**src/rtl/sram_arb_pkg.sv**
```systemverilog
// Shared types and default geometry for the single-port SRAM arbiter.
// Imported by the response slot and the arbiter top.
package sram_arb_pkg;

    localparam int DEF_BITS   = 80;
    localparam int DEF_DEPTH  = 128;
    localparam int DEF_ADDR_W = 7;

    typedef enum logic { INIT, RUN } state_t;
    typedef enum logic { READ, WRITE } grant_t;

    // Round-robin preference: whoever was not served last wins a tie.
    function automatic grant_t other_grant(input grant_t g);
        return (g == READ) ? WRITE : READ;
    endfunction

endpackage

```
**src/rtl/sram_resp_hold.sv**
```systemverilog
// One-entry read response slot: passes sram_q through in the cycle after a read
// and captures it when the consumer stalls, so held data survives Q going undefined.
module sram_resp_hold
    import sram_arb_pkg::*;
#(
    parameter int BITS = DEF_BITS
) (
    input  logic            CLK,
    input  logic            RSTB,
    input  logic            rd_grant,
    input  logic            resp_ready,
    input  logic [BITS-1:0] sram_q,
    output logic            resp_valid,
    output logic [BITS-1:0] resp_data
);

    logic            held;
    logic [BITS-1:0] hold_data;

    // NOTE: sequential state is written with <= only, so every flop samples pre-edge values.
    always_ff @(posedge CLK or negedge RSTB) begin
        if (!RSTB) begin
            resp_valid <= 1'b0;
            held       <= 1'b0;
        end else if (rd_grant) begin
            resp_valid <= 1'b1;
            held       <= 1'b0;
        end else if (resp_valid && resp_ready) begin
            resp_valid <= 1'b0;
            held       <= 1'b0;
        end else if (resp_valid) begin
            held       <= 1'b1;
        end
    end

    // NOTE: the payload register carries no reset; resp_data is gated to zero while invalid.
    always_ff @(posedge CLK) begin
        if (resp_valid && !held) begin
            hold_data <= sram_q;
        end
    end

    // NOTE: combinational outputs get a default first so no path can infer a latch.
    always_comb begin
        resp_data = '0;
        if (resp_valid) begin
            resp_data = held ? hold_data : sram_q;
        end
    end

endmodule

```
**src/rtl/sram_port_arbiter.sv**
```systemverilog
// Single-port SRAM controller: zero-fills the macro after reset, then shares the
// port round-robin between a read requester and a write requester.
module sram_port_arbiter
    import sram_arb_pkg::*;
#(
    parameter int BITS   = DEF_BITS,
    parameter int DEPTH  = DEF_DEPTH,
    parameter int ADDR_W = DEF_ADDR_W
) (
    input  logic              CLK,
    input  logic              RSTB,
    input  logic              rd_req_valid,
    output logic              rd_req_ready,
    input  logic [ADDR_W-1:0] rd_req_addr,
    output logic              rd_resp_valid,
    input  logic              rd_resp_ready,
    output logic [BITS-1:0]   rd_resp_data,
    input  logic              wr_req_valid,
    output logic              wr_req_ready,
    input  logic [ADDR_W-1:0] wr_req_addr,
    input  logic [BITS-1:0]   wr_req_data,
    output logic              init_done,
    output logic              sram_ceb,
    output logic              sram_web,
    output logic [ADDR_W-1:0] sram_a,
    output logic [BITS-1:0]   sram_d,
    input  logic [BITS-1:0]   sram_q
);

    state_t            state;
    grant_t            last_grant;
    logic [ADDR_W-1:0] init_cnt;
    logic              started;
    logic              rd_elig;
    logic              wr_elig;
    logic              rd_grant;
    logic              wr_grant;

    // A held, unaccepted response blocks reads; writes are never blocked by it.
    always_comb begin
        rd_elig  = (state == RUN) && rd_req_valid && (!rd_resp_valid || rd_resp_ready);
        wr_elig  = (state == RUN) && wr_req_valid;
        rd_grant = rd_elig && (!wr_elig || other_grant(last_grant) == READ);
        wr_grant = wr_elig && !rd_grant;
    end

    assign rd_req_ready = rd_grant;
    assign wr_req_ready = wr_grant;

    // started keeps the macro disabled until the first edge after reset release.
    always_ff @(posedge CLK or negedge RSTB) begin
        if (!RSTB) begin
            state      <= INIT;
            last_grant <= WRITE;
            init_cnt   <= '0;
            started    <= 1'b0;
            init_done  <= 1'b0;
        end else begin
            started <= 1'b1;
            if (state == INIT) begin
                if (started) begin
                    if (init_cnt == ADDR_W'(DEPTH - 1)) begin
                        state     <= RUN;
                        init_done <= 1'b1;
                    end else begin
                        init_cnt <= init_cnt + ADDR_W'(1);
                    end
                end
            end else begin
                if (rd_grant) begin
                    last_grant <= READ;
                end else if (wr_grant) begin
                    last_grant <= WRITE;
                end
            end
        end
    end

    always_comb begin
        sram_ceb = 1'b1;
        sram_web = 1'b1;
        sram_a   = '0;
        sram_d   = '0;
        if (state == INIT) begin
            if (started) begin
                sram_ceb = 1'b0;
                sram_web = 1'b0;
                sram_a   = init_cnt;
            end
        end else if (rd_grant) begin
            sram_ceb = 1'b0;
            sram_a   = rd_req_addr;
        end else if (wr_grant) begin
            sram_ceb = 1'b0;
            sram_web = 1'b0;
            sram_a   = wr_req_addr;
            sram_d   = wr_req_data;
        end
    end

    sram_resp_hold #(
        .BITS(BITS)
    ) u_resp_hold (
        .CLK        (CLK),
        .RSTB       (RSTB),
        .rd_grant   (rd_grant),
        .resp_ready (rd_resp_ready),
        .sram_q     (sram_q),
        .resp_valid (rd_resp_valid),
        .resp_data  (rd_resp_data)
    );

endmodule

```
**config.mk**
```make
export PLATFORM = sky130hd
export DESIGN_NAME = sram_port_arbiter
export DESIGN_NICKNAME = d
export VERILOG_FILES = /design/src/rtl/sram_arb_pkg.sv /design/src/rtl/sram_resp_hold.sv /design/src/rtl/sram_port_arbiter.sv
export SDC_FILE = /design/constraint.sdc
export NUM_CORES = 1
export LEC_CHECK = 0
export CAP_MARGIN = 15
export CORE_AREA = 2 2 136 138
export CTS_BUF_LIST = sky130_fd_sc_hd__clkbuf_16
export DETAILED_ROUTE_END_ITERATION = 10
export DIE_AREA = 0 0 138 140
export PLACE_DENSITY = 0.76
export SETUP_SLACK_MARGIN = 0.02
export SYNTH_ARGS = -nofsm -noshare
export SYNTH_HDL_FRONTEND = slang
export SYNTH_SLANG_ARGS = --single-unit
```
**constraint.sdc**
```tcl
create_clock -name CLK -period 14.4 [get_ports CLK]
set_clock_uncertainty 0.15 [all_clocks]
set_input_delay 2.16 -clock CLK [delete_from_list [all_inputs] [get_ports CLK]]
set_output_delay 2.16 -clock CLK [all_outputs]
set_load 0.01 [all_outputs]
```
==> results.rst, run 1 <==
.. list-table::
   :header-rows: 1

   * - Metric
     - Value
   * - Result of the run
     - finished clean
   * - Via count of the first global-routing pass
     - 4546
   * - Area of the multi-input gates
     - 2230 µm²
   * - Boundary pin count
     - 352
   * - Post-synthesis sequential element count
     - 93
   * - Post-CTS repair timing setup buffer count
     - 0
   * - DIE HEIGHT
     - between 100 and 150 µm
   * - Number of clock buffers inserted by TritonCTS
     - 9
   * - Number of port buffers
     - 351
   * - Footprint of the flip-flops and latches
     - 2730 µm²
   * - Later-pin clock latency in the skew report
     - 340 ps
   * - Post-Synthesis Cells
     - 417
   * - Clock Sink Count
     - 93
   * - Num rows
     - between 40 and 50
   * - Ranking of synthesized cells by area
     - sky130_fd_sc_hd__edfxtp_1, sky130_fd_sc_hd__mux2i_1, sky130_fd_sc_hd__and2_1
   * - Final weighted congestion of routability-driven global placement
     - 0.889
   * - Critical path type
     - input port to primary output
   * - Remaining global-route overflow
     - 0
   * - Initial antenna violation count
     - 3
   * - Dominant cell type by area after synthesis
     - sky130_fd_sc_hd__edfxtp_1
   * - Largest voltage drop on the vdd net
     - 49.8 µV
   * - Critical Path End Type
     - primary output
   * - Leading cell types in the layout, fill and taps excluded
     - sky130_fd_sc_hd__clkdlybuf4s50_1, sky130_fd_sc_hd__and2_1, sky130_fd_sc_hd__nor2b_1
   * - Slowest-stage cell, CP
     - sky130_fd_sc_hd__clkdlybuf4s50_1
   * - Delay of the slowest cell on the worst path
     - 550 ps
   * - Final setup viols
     - 0
   * - Final total power
     - 0.000722 W
   * - CTS max path bufs
     - 2
   * - Post-cts hold buffer count
     - 0
   * - Violation count after the first detailed-route iteration
     - 134
   * - Die Area
     - just under 20000 µm²
   * - NumNets Final
     - 935
   * - Setup repair after global routing missed its margin
     - no
   * - Leakage power total
     - ~3.3 nW
   * - Setup WS pre-CTS
     - 7620 ps
   * - Area of the core region
     - 17800 µm²
   * - Global-route wire length before repair
     - around 27000 µm
   * - Synth cell types
     - 36
   * - CP dominant cell by count
     - sky130_fd_sc_hd__clkdlybuf4s50_1
   * - Worst slack on hold paths
     - 311 ps
   * - Initial Util
     - 0.286
   * - Least setup slack across all paths after layout
     - 7610 ps
   * - Resized Gates After CTS
     - 0
   * - Transition time at the pin with the least slew margin
     - 1100 ps
   * - Mean routed wirelength per cell
     - 17.8 µm
   * - Worst-path clk slew
     - 70 ps
   * - Maximum level of the CTS H-tree
     - 3
   * - Clock tree from TritonCTS
     - done
   * - Post-Syn Nets
     - between 500 and 600
   * - Most common library cell in the layout ignoring fill and taps
     - sky130_fd_sc_hd__clkdlybuf4s50_1
   * - Post-synth top area share
     - 0.472
   * - Root buffer selected by CTS
     - sky130_fd_sc_hd__clkbuf_16
   * - Kind of launch point of the worst setup path
     - input port
   * - Crit-path leading delay family
     - buffers and inverters
   * - Required arrival time at the worst endpoint
     - between 10000 and 15000 ps
   * - Max-slew headroom
     - 0.266
   * - Final Max Slew Viols
     - 0
   * - Share of final-layout standard cells stronger than drive strength 1
     - 0.0421
   * - DR pass1 iterations
     - 4
   * - Worst path bufs/invs
     - 3
   * - Post-synth design cell area
     - 5090 µm²
   * - Post-Syn Area per Cell
     - 12.2 µm²
   * - Period utilization
     - 0.472
   * - Number of failing hold endpoints at the final stage
     - 0
   * - DRC violations left
     - 0
   * - Total vias in the final route
     - 4430
   * - Syn. warnings
     - 0
   * - Maximum number of pins on one net before global-route repair
     - 90
   * - Width of the die
     - between 100 and 150 µm
   * - Detailed placer's ending HPWL
     - 13400 µm
   * - Power per standard cell area
     - roughly 79 nW/µm²
   * - Highest clock rate
     - roughly 0.15 GHz
   * - Area growth from synthesis to final layout
     - 79.3%
   * - Remaining number of nets flagged by the antenna check after routing
     - 0
   * - Critical Path Fanout Max
     - 89
   * - Avg Vias per Cell
     - roughly 4.5
   * - Number of max-cap violations
     - 0
   * - GR Util All Layers
     - 0.177
   * - WP data arrival
     - 4480 ps
   * - Critical path cell sequence
     - clkdlybuf4s50_1 -> nand2b_4 -> a31oi_4 -> buf_4 -> a221o_1 -> clkdlybuf4s50_1
   * - Total wire length
     - 17700 µm
   * - Worst hold path class
     - flop to flop
   * - Minimum clock period after layout
     - 6790 ps
   * - Setup total negative slack
     - 0 ps
   * - Post-synthesis sequential area ratio
     - 0.536
   * - Layout filler cell count
     - 1621
synth_stat cells:
library cell and number:
sky130_fd_sc_hd__a2111oi_4 1, sky130_fd_sc_hd__a21o_1 3, sky130_fd_sc_hd__a21oi_1 3, sky130_fd_sc_hd__a221o_1 7
sky130_fd_sc_hd__a31o_2 1, sky130_fd_sc_hd__a31oi_4 1, sky130_fd_sc_hd__and2_0 1, sky130_fd_sc_hd__and2_1 88
sky130_fd_sc_hd__and3_1 1, sky130_fd_sc_hd__buf_2 10, sky130_fd_sc_hd__buf_4 1, sky130_fd_sc_hd__clkbuf_1 16
sky130_fd_sc_hd__clkbuf_2 1, sky130_fd_sc_hd__conb_1 1, sky130_fd_sc_hd__dfrtp_1 12, sky130_fd_sc_hd__dfstp_2 1
sky130_fd_sc_hd__edfxtp_1 80, sky130_fd_sc_hd__ha_1 1, sky130_fd_sc_hd__inv_1 3, sky130_fd_sc_hd__inv_2 1
sky130_fd_sc_hd__mux2_2 1, sky130_fd_sc_hd__mux2i_1 80, sky130_fd_sc_hd__nand2_1 3, sky130_fd_sc_hd__nand2b_1 1
sky130_fd_sc_hd__nand2b_4 1, sky130_fd_sc_hd__nand4_1 1, sky130_fd_sc_hd__nor2_1 2, sky130_fd_sc_hd__nor2b_1 82
sky130_fd_sc_hd__nor2b_4 1, sky130_fd_sc_hd__o2111ai_1 2, sky130_fd_sc_hd__o211ai_1 1, sky130_fd_sc_hd__o21ai_0 2
sky130_fd_sc_hd__o21ba_2 1, sky130_fd_sc_hd__o31ai_1 1, sky130_fd_sc_hd__or2_2 1, sky130_fd_sc_hd__xnor2_1 4
worst paths after layout:
kind                                        start                   endpoint  slack [ps]  cells past startpoint
max reg2reg                u_resp_hold.resp_valid  u_resp_hold.hold_data[16]       11760                      3
min                                     init_done                  init_done         310                      1
min reg2reg                             init_done                  init_done         310                      1
min in group asynchronous                    RSTB                init_cnt[0]        2060                      1
max                                 rd_resp_ready                  sram_a[4]        7610                      6
max in group asynchronous                    RSTB           u_resp_hold.held       11560                      1
metrics by stage:
step                utilization  instances  instance area, µm²
global placement          0.495        973                8810
detailed placement        0.495        973                8810
CTS                       0.513        989                9110
floorplan                     -        417                5090
global route              0.513        992                9120
finish                    0.513        992                9120
layer usage:
layer / track usage / up-vias / part of all wire
li1: - / 2133 / -
met1: 0.200 / 2070 / 0.39
met2: 0.308 / 206 / 0.51
met3: 0.0629 / 21 / 0.078
met4: 0.0634 / 0 / 0.018
met5: 0 / - / 0
sequential cells by signal (all words and copies together), names as in the netlist:
name,flops
u_resp_hold.hold_data,80
init_cnt,7
init_done,1
last_grant,1
started,1
state,1
u_resp_hold.held,1
u_resp_hold.resp_valid,1
area by class of cell:
class | instances | area share
repair buffers | 355 | 0.388
flip-flops and latches | 93 | 0.300
multi-input cells | 292 | 0.244
well taps | 229 | 0.0314
clock buffers | 9 | 0.0247
clock inverters | 7 | 0.00892
inverters | 4 | 0.00165
diodes | 3 | 0.000823
where the power goes:
group / leakage (nW) / internal (W) / switching (W) / total, W
Sequential: 0.877 / 0.000304 / 0.0000190 / 0.000323
Combinational: 2.29 / 0.0000971 / 0.0000514 / 0.000148
Clock: 0.148 / 0.000138 / 0.000113 / 0.000251
cell families (layout without fill, tap and decap cells):
family,Yosys count,after routing,share of synthesized area
AOI/OAI and AO/OA,23,23,0.0428
xor gates and xnor gates,4,4,0.00688
adders and majority gates,1,1,0.00246
buffers and inverters,32,375,0.0270
DFF,93,93,0.536
muxes,81,81,0.160
other,1,4,0.000737
and+or+nand+nor,182,182,0.224
No activity file was read; power rests on OpenSTA's default activity.
==> run 2, diff against run 1 <==
--- a/config.mk
+++ b/config.mk
@@ -6,11 +6,11 @@
 export NUM_CORES = 1
 export LEC_CHECK = 0
 export CAP_MARGIN = 15
-export CORE_AREA = 2 2 136 138
+export CORE_AREA = 2 2 137 139
 export CTS_BUF_LIST = sky130_fd_sc_hd__clkbuf_16
 export DETAILED_ROUTE_END_ITERATION = 10
-export DIE_AREA = 0 0 138 140
-export PLACE_DENSITY = 0.76
+export DIE_AREA = 0 0 139 141
+export PLACE_DENSITY = 0.78
 export SETUP_SLACK_MARGIN = 0.02
 export SYNTH_ARGS = -nofsm -noshare
 export SYNTH_HDL_FRONTEND = slang
==> constraint.sdc (replaced) <==
create_clock -name CLK -period 5.73 [get_ports CLK]
set_clock_uncertainty 0.15 [all_clocks]
set_input_delay 0.8595 -clock CLK [delete_from_list [all_inputs] [get_ports CLK]]
set_output_delay 0.8595 -clock CLK [all_outputs]
set_load 0.01 [all_outputs]
==> run 2 against run 1 <==
Compared with the run above:
- power up 150%
- clock power grew 140%
- worst setup slack got worse by 6400 ps
- critical path type unchanged
- non-clock buffer count rose by 1
==> results.rst, run 2 (synthesis results as in run 1) <==
.. list-table::
   :header-rows: 1

   * - Metric
     - Value
   * - Maximum level of the CTS H-tree
     - 3
   * - Leakage power total
     - approximately 3.3 nW
   * - Register with the highest flop count
     - u_resp_hold.hold_data
   * - Result of the run
     - finished clean
   * - Area growth from synthesis to final layout
     - 79.1%
   * - Num rows
     - 50
   * - WP data arrival
     - 3470 ps
   * - Number of failing hold endpoints at the final stage
     - 0
   * - Worst hold path class
     - flop to flop
   * - Kind of launch point of the worst setup path
     - input port
   * - Sequential fraction of design power
     - 0.460
   * - Mean routed wirelength per cell
     - 18.2 µm
   * - Width of the die
     - ~140 µm
   * - CTS max path bufs
     - 2
   * - Largest voltage drop on the vdd net
     - 127 µV
   * - Avg Vias per Cell
     - 4.47
   * - Internal reg-to-reg setup slack
     - 2420 ps
   * - Maximum number of pins on one net before global-route repair
     - 56
   * - Via count of the first global-routing pass
     - ~4300
   * - Largest registers
     - u_resp_hold.hold_data x80, init_cnt x7
   * - Critical path type
     - input port to primary output
   * - Clock share of power
     - 0.333
   * - NumNets Final
     - about 940
   * - DIE HEIGHT
     - about 140 µm
   * - Setup total negative slack
     - 0 ps
   * - Max-slew headroom
     - 0.295
   * - Initial antenna violation count
     - 8
   * - Initial Util
     - 0.279
   * - Number of max-cap violations
     - 0
   * - Number of cell instances on the worst register-to-register path
     - 3
   * - Worst-path clk slew
     - 70 ps
   * - Clock Sink Count
     - between 90 and 100
   * - Boundary pin count
     - roughly 350
   * - Power per standard cell area
     - 196 nW/µm²
   * - Clock tree from TritonCTS
     - done
   * - Leading cell types in the layout, fill and taps excluded
     - sky130_fd_sc_hd__clkdlybuf4s50_1, sky130_fd_sc_hd__and2_1, sky130_fd_sc_hd__nor2b_1
   * - Resized Gates After CTS
     - 0
   * - Layout filler cell count
     - about 1700
   * - Remaining global-route overflow
     - 0
   * - Area of the core region
     - 18300 µm²
   * - Minimum clock period after layout
     - 4480 ps
   * - Most common library cell in the layout ignoring fill and taps
     - sky130_fd_sc_hd__clkdlybuf4s50_1
   * - Highest clock rate
     - 0.223 GHz
   * - Part of the power in combinational logic
     - 0.207
   * - Worst slack on hold paths
     - between 300 and 400 ps
   * - Sw Share
     - 0.246
   * - Critical Path Fanout Max
     - 52
   * - Number of port buffers
     - 351
   * - GR Util All Layers
     - 0.175
   * - Total vias in the final route
     - 4443
   * - P_int
     - 0.00135 W
   * - Number of flip-flops in the largest register
     - 80
   * - Total wire length
     - 18100 µm
   * - Met1 Track Usage GR
     - 0.240
   * - Share of final-layout standard cells stronger than drive strength 1
     - 0.0421
   * - Final weighted congestion of routability-driven global placement
     - approximately 0.86
   * - Transition time at the pin with the least slew margin
     - 1060 ps
   * - Violation count after the first detailed-route iteration
     - approximately 200
   * - DRC violations left
     - 0
   * - Met3 usage
     - 0.0611
   * - Later-pin clock latency in the skew report
     - around 340 ps
   * - Met2 track demand over resource
     - 0.263
   * - Global-route wire length before repair
     - 26400 µm
   * - Final setup viols
     - 0
   * - Number of clock buffers inserted by TritonCTS
     - 9
   * - Hold Path Cell Cnt
     - 1
   * - Critical Path End Type
     - primary output
   * - DR pass1 iterations
     - 4
   * - Remaining number of nets flagged by the antenna check after routing
     - 0
   * - Post-cts hold buffer count
     - 0
   * - Most Used Layer, Global Route
     - met2
   * - Setup repair after global routing missed its margin
     - no
   * - Post-CTS repair timing setup buffer count
     - 0
   * - Cell Count Post-Placement
     - 979
   * - Period utilization
     - 0.782
   * - P_sw
     - 0.000439 W
   * - Final cell count without fillers
     - just under 1000
   * - Final Max Slew Viols
     - 0
   * - Root buffer selected by CTS
     - sky130_fd_sc_hd__clkbuf_16
   * - Required arrival time at the worst endpoint
     - 4720 ps
   * - Detailed placer's ending HPWL
     - 14100 µm
   * - Die Area
     - ~20000 µm²
==> run 2: cell types whose count changed in the layout (fill, tap and decap cells not counted), sizes merged <==
| cell | change |
|---|---|
| inv | -2 |
| clkinv | +1 |
| diode | -2 |
| buf | +1 |
==> run 2: final cells by class <==
| class | count | area, µm² | area share |
|---|---|---|---|
| Multi-Input combinational cell | 292 | 2230 | 0.245 |
| Sequential cell | 93 | 2730 | 0.300 |
| Timing Repair Buffer | 356 | 3550 | 0.390 |
| Clock buffer | 9 | 225 | 0.0247 |
| Tap cell | 234 | 293 | 0.0321 |
| Clock inverter | 6 | 63.8 | 0.00700 |
| Inverter | 4 | 15.0 | 0.00165 |
| Antenna cell | 1 | 2.50 | 0.000275 |
==> run 2: power by group through the flow <==
stage               logic (W)  clock network [W]  registers [W]
global route         0.000397           0.000636       0.000828
CTS                  0.000372           0.000617       0.000822
global placement     0.000365                  0       0.000834
detailed placement   0.000371                  0       0.000835
floorplan            0.000192                  0       0.000801
finish               0.000369           0.000594       0.000821
==> run 2: metal layers <==
layer | up-vias | wire length (µm)
met5 | - | 57
met4 | 8 | 233
met3 | 21 | 1610
met2 | 168 | 8090
met1 | 2116 | 8070
li1 | 2130 | -
==> run 2: worst max-delay path: stages <==
cell and delay (ps):
sky130_fd_sc_hd__clkdlybuf4s50_1 460, sky130_fd_sc_hd__nand2b_4 190, sky130_fd_sc_hd__a31oi_4 880, sky130_fd_sc_hd__buf_4 370
sky130_fd_sc_hd__and2_1 150, sky130_fd_sc_hd__clkdlybuf4s50_1 550
==> run 2: path summary, 6_finish.rpt <==
check                                        from                        end
setup / recovery                    rd_resp_ready                 sram_d[36]
hold / removal                          init_done                  init_done
setup reg to reg           u_resp_hold.resp_valid  u_resp_hold.hold_data[28]
hold reg to reg                         init_done                  init_done
max in group asynchronous                    RSTB           u_resp_hold.held
min in group asynchronous                    RSTB           u_resp_hold.held
==> run 2: metrics by stage <==
step	instance area, µm²	util	setup WS [ps]	power, W
floorplan	5090	-	545	0.000992
global placement	8820	0.483	1300	0.00120
detailed placement	8820	0.483	1260	0.00121
CTS	9110	0.499	1260	0.00181
global route	9110	0.499	1010	0.00186
finish	9110	0.499	1250	0.00178
==> run 3, diff against run 2 <==
--- a/config.mk
+++ b/config.mk
@@ -10,7 +10,7 @@
 export CTS_BUF_LIST = sky130_fd_sc_hd__clkbuf_16
 export DETAILED_ROUTE_END_ITERATION = 10
 export DIE_AREA = 0 0 139 141
-export PLACE_DENSITY = 0.78
+export PLACE_DENSITY = 0.76
 export SETUP_SLACK_MARGIN = 0.02
 export SYNTH_ARGS = -nofsm -noshare
 export SYNTH_HDL_FRONTEND = slang
==> constraint.sdc (replaced) <==
create_clock -name CLK -period 4.3 [get_ports CLK]
set_clock_uncertainty 0.15 [all_clocks]
set_input_delay 0.645 -clock CLK [delete_from_list [all_inputs] [get_ports CLK]]
set_output_delay 0.645 -clock CLK [all_outputs]
set_load 0.01 [all_outputs]
==> run 3 against run 2 <==
Compared with the run above:
- clock power grew 43%
- sequential cell count unchanged
- first-iteration DRC count fell by 32%
- via count down 2.2%
- non-clock buffer count grew 1
- critical path type unchanged
- highest routed layer is now met4
==> results.rst, run 3 (synthesis results as in run 1) <==
.. list-table::
   :header-rows: 1

   * - Metric
     - Value
   * - Result of the run
     - finished clean
   * - DRC violations left
     - 0
   * - Avg Vias per Cell
     - between 4 and 5
   * - Total vias in the final route
     - between 4000 and 5000
   * - Area growth from synthesis to final layout
     - 80.5%
   * - Number of port buffers
     - ~350
   * - Final setup viols
     - 0
   * - CTS max path bufs
     - 2
   * - Violation count after the first detailed-route iteration
     - 139
   * - Initial antenna violation count
     - 4
   * - Remaining global-route overflow
     - 0
   * - Boundary pin count
     - roughly 350
   * - Critical Path End Type
     - primary output
   * - Layout filler cell count
     - 1621
   * - Final total power
     - around 0.0024 W
   * - NumNets Final
     - 937
   * - Register with the highest flop count
     - u_resp_hold.hold_data
   * - Number of clock buffers inserted by TritonCTS
     - 9
   * - Clock tree from TritonCTS
     - done
   * - Setup WS pre-CTS
     - around 640 ps
   * - Slowest-stage cell, CP
     - sky130_fd_sc_hd__clkdlybuf4s50_1
   * - Highest clock rate
     - 0.276 GHz
   * - Clock Sink Count
     - 93
   * - Placed cell areas
     - roughly 9000 µm²
   * - Crit-path leading delay family
     - buffers and inverters
   * - Post-CTS repair timing setup buffer count
     - 0
   * - Post-cts hold buffer count
     - 0
   * - CP dominant cell by count
     - sky130_fd_sc_hd__clkdlybuf4s50_1
   * - Period utilization
     - 0.844
   * - Largest registers
     - u_resp_hold.hold_data x80, init_cnt x7
   * - Area of the multi-input gates
     - 2230 µm²
   * - Least setup slack across all paths after layout
     - 671 ps
   * - Detailed placer's ending HPWL
     - 12800 µm
   * - Worst path bufs/invs
     - 3
   * - Fin util
     - 0.503
   * - Later-pin clock latency in the skew report
     - 340 ps
   * - Worst-path clk slew
     - approximately 60 ps
   * - Final weighted congestion of routability-driven global placement
     - around 0.83
   * - P_sw
     - 0.000578 W
   * - Leakage power total
     - 3.34 nW
   * - Share of final-layout standard cells stronger than drive strength 1
     - 0.0433
   * - Global-route wire length before repair
     - around 25000 µm
   * - Sw Share
     - 0.238
   * - Die Area
     - 19600 µm²
   * - Width of the die
     - roughly 140 µm
   * - Post-layout instance area
     - 9190 µm²
   * - Largest voltage drop on the vdd net
     - 191 µV
   * - Transition time at the pin with the least slew margin
     - ~790 ps
   * - Sequential fraction of design power
     - 0.446
   * - Critical path cell sequence
     - clkdlybuf4s50_1 -> nand2_1 -> a31oi_4 -> buf_12 -> and2_1 -> clkdlybuf4s50_1
   * - Remaining number of nets flagged by the antenna check after routing
     - 0
   * - Maximum level of the CTS H-tree
     - 3
   * - Minimum clock period after layout
     - between 3000 and 4000 ps
   * - Setup total negative slack
     - 0 ps
   * - Root buffer selected by CTS
     - sky130_fd_sc_hd__clkbuf_16
   * - WP data arrival
     - between 2000 and 3000 ps
   * - Kind of launch point of the worst setup path
     - input port
   * - Area of the core region
     - 18300 µm²
   * - Required arrival time at the worst endpoint
     - approximately 3500 ps
   * - Power per standard cell area
     - 265 nW/µm²
   * - Mean routed wirelength per cell
     - 16.4 µm
   * - Initial Util
     - 0.279
   * - Most common library cell in the layout ignoring fill and taps
     - sky130_fd_sc_hd__clkdlybuf4s50_1
   * - Number of max-cap violations
     - 0
   * - GR Util All Layers
     - 0.162
   * - DIE HEIGHT
     - about 140 µm
   * - Part of the power in combinational logic
     - 0.206
   * - Total wire length
     - 16400 µm
   * - Resized Gates After CTS
     - 0
   * - Max-slew headroom
     - 0.474
   * - Number of flip-flops in the largest register
     - 80
   * - Setup repair after global routing missed its margin
     - no
   * - Critical path type
     - input port to primary output
   * - P_int
     - 0.00185 W
   * - DR pass1 iterations
     - 4
   * - Num rows
     - 50
   * - Number of failing hold endpoints at the final stage
     - 0
   * - Leading cell types in the layout, fill and taps excluded
     - sky130_fd_sc_hd__clkdlybuf4s50_1, sky130_fd_sc_hd__and2_1, sky130_fd_sc_hd__nor2b_1
   * - Via count of the first global-routing pass
     - 4370
   * - Worst hold path class
     - flop to flop
   * - Delay of the slowest cell on the worst path
     - 590 ps
   * - Critical Path Fanout Max
     - 74
   * - Internal reg-to-reg setup slack
     - 1690 ps
   * - Final Max Slew Viols
     - 0
   * - Footprint of the flip-flops and latches
     - around 2700 µm²
   * - Clock share of power
     - 0.348
   * - Maximum number of pins on one net before global-route repair
     - 75
-- run 3: cell types whose count changed in the layout (fill, tap and decap cells not counted) --
cell                        previous run  this run
sky130_fd_sc_hd__buf_12                0         3
sky130_fd_sc_hd__buf_4                 5         3
sky130_fd_sc_hd__bufinv_16             1         2
sky130_fd_sc_hd__clkinv_1              0         2
sky130_fd_sc_hd__diode_2               1         2
sky130_fd_sc_hd__inv_1                 4         3
sky130_fd_sc_hd__clkinv_4              1         0
-- run 3: area by class of cell --
cell class                      count  area share
Clock inverter                      7     0.00967
Multi-Input combinational cell    292       0.243
Antenna cell                        2    0.000545
Tap cell                          234      0.0319
Sequential cell                    93       0.298
Clock buffer                        9      0.0245
Timing Repair Buffer              357       0.391
Inverter                            4     0.00163
-- run 3: per-layer routing --
| metal | global-route usage | share of wire | wire length (µm) |
|---|---|---|---|
| met1 | 0.190 | 0.40 | 6540 |
| met2 | 0.274 | 0.49 | 8080 |
| met3 | 0.0676 | 0.088 | 1440 |
| met4 | 0.0473 | 0.021 | 350 |
| met5 | 0 | 0 | 0 |
-- run 3: per-stage QoR --
step | cells | hold slack (ps)
after global placement | 980 | 294
after CTS | 996 | 322
after detailed placement | 980 | 307
after global routing | 996 | 352
final | 998 | 326
after floorplan | 417 | 199
-- run 3: power groups by stage --
stage / clock [W] / combinational (W) / sequential [W]
after floorplan: 0 / 0.000255 / 0.00107
after global placement: 0 / 0.000497 / 0.00110
after detailed placement: 0 / 0.000505 / 0.00110
after CTS: 0.000874 / 0.000508 / 0.00109
after global routing: 0.000903 / 0.000540 / 0.00109
final: 0.000847 / 0.000502 / 0.00108
-- run 3: final timing paths --
path / startpoint / end / cells after the start
setup / recovery: wr_req_valid / sram_d[16] / 6
hold / removal: started / state / 1
setup reg to reg: u_resp_hold.resp_valid / u_resp_hold.hold_data[3] / 3
hold reg to reg: started / state / 1
max in group asynchronous: RSTB / u_resp_hold.held / 1
min in group asynchronous: RSTB / init_cnt[1] / 1
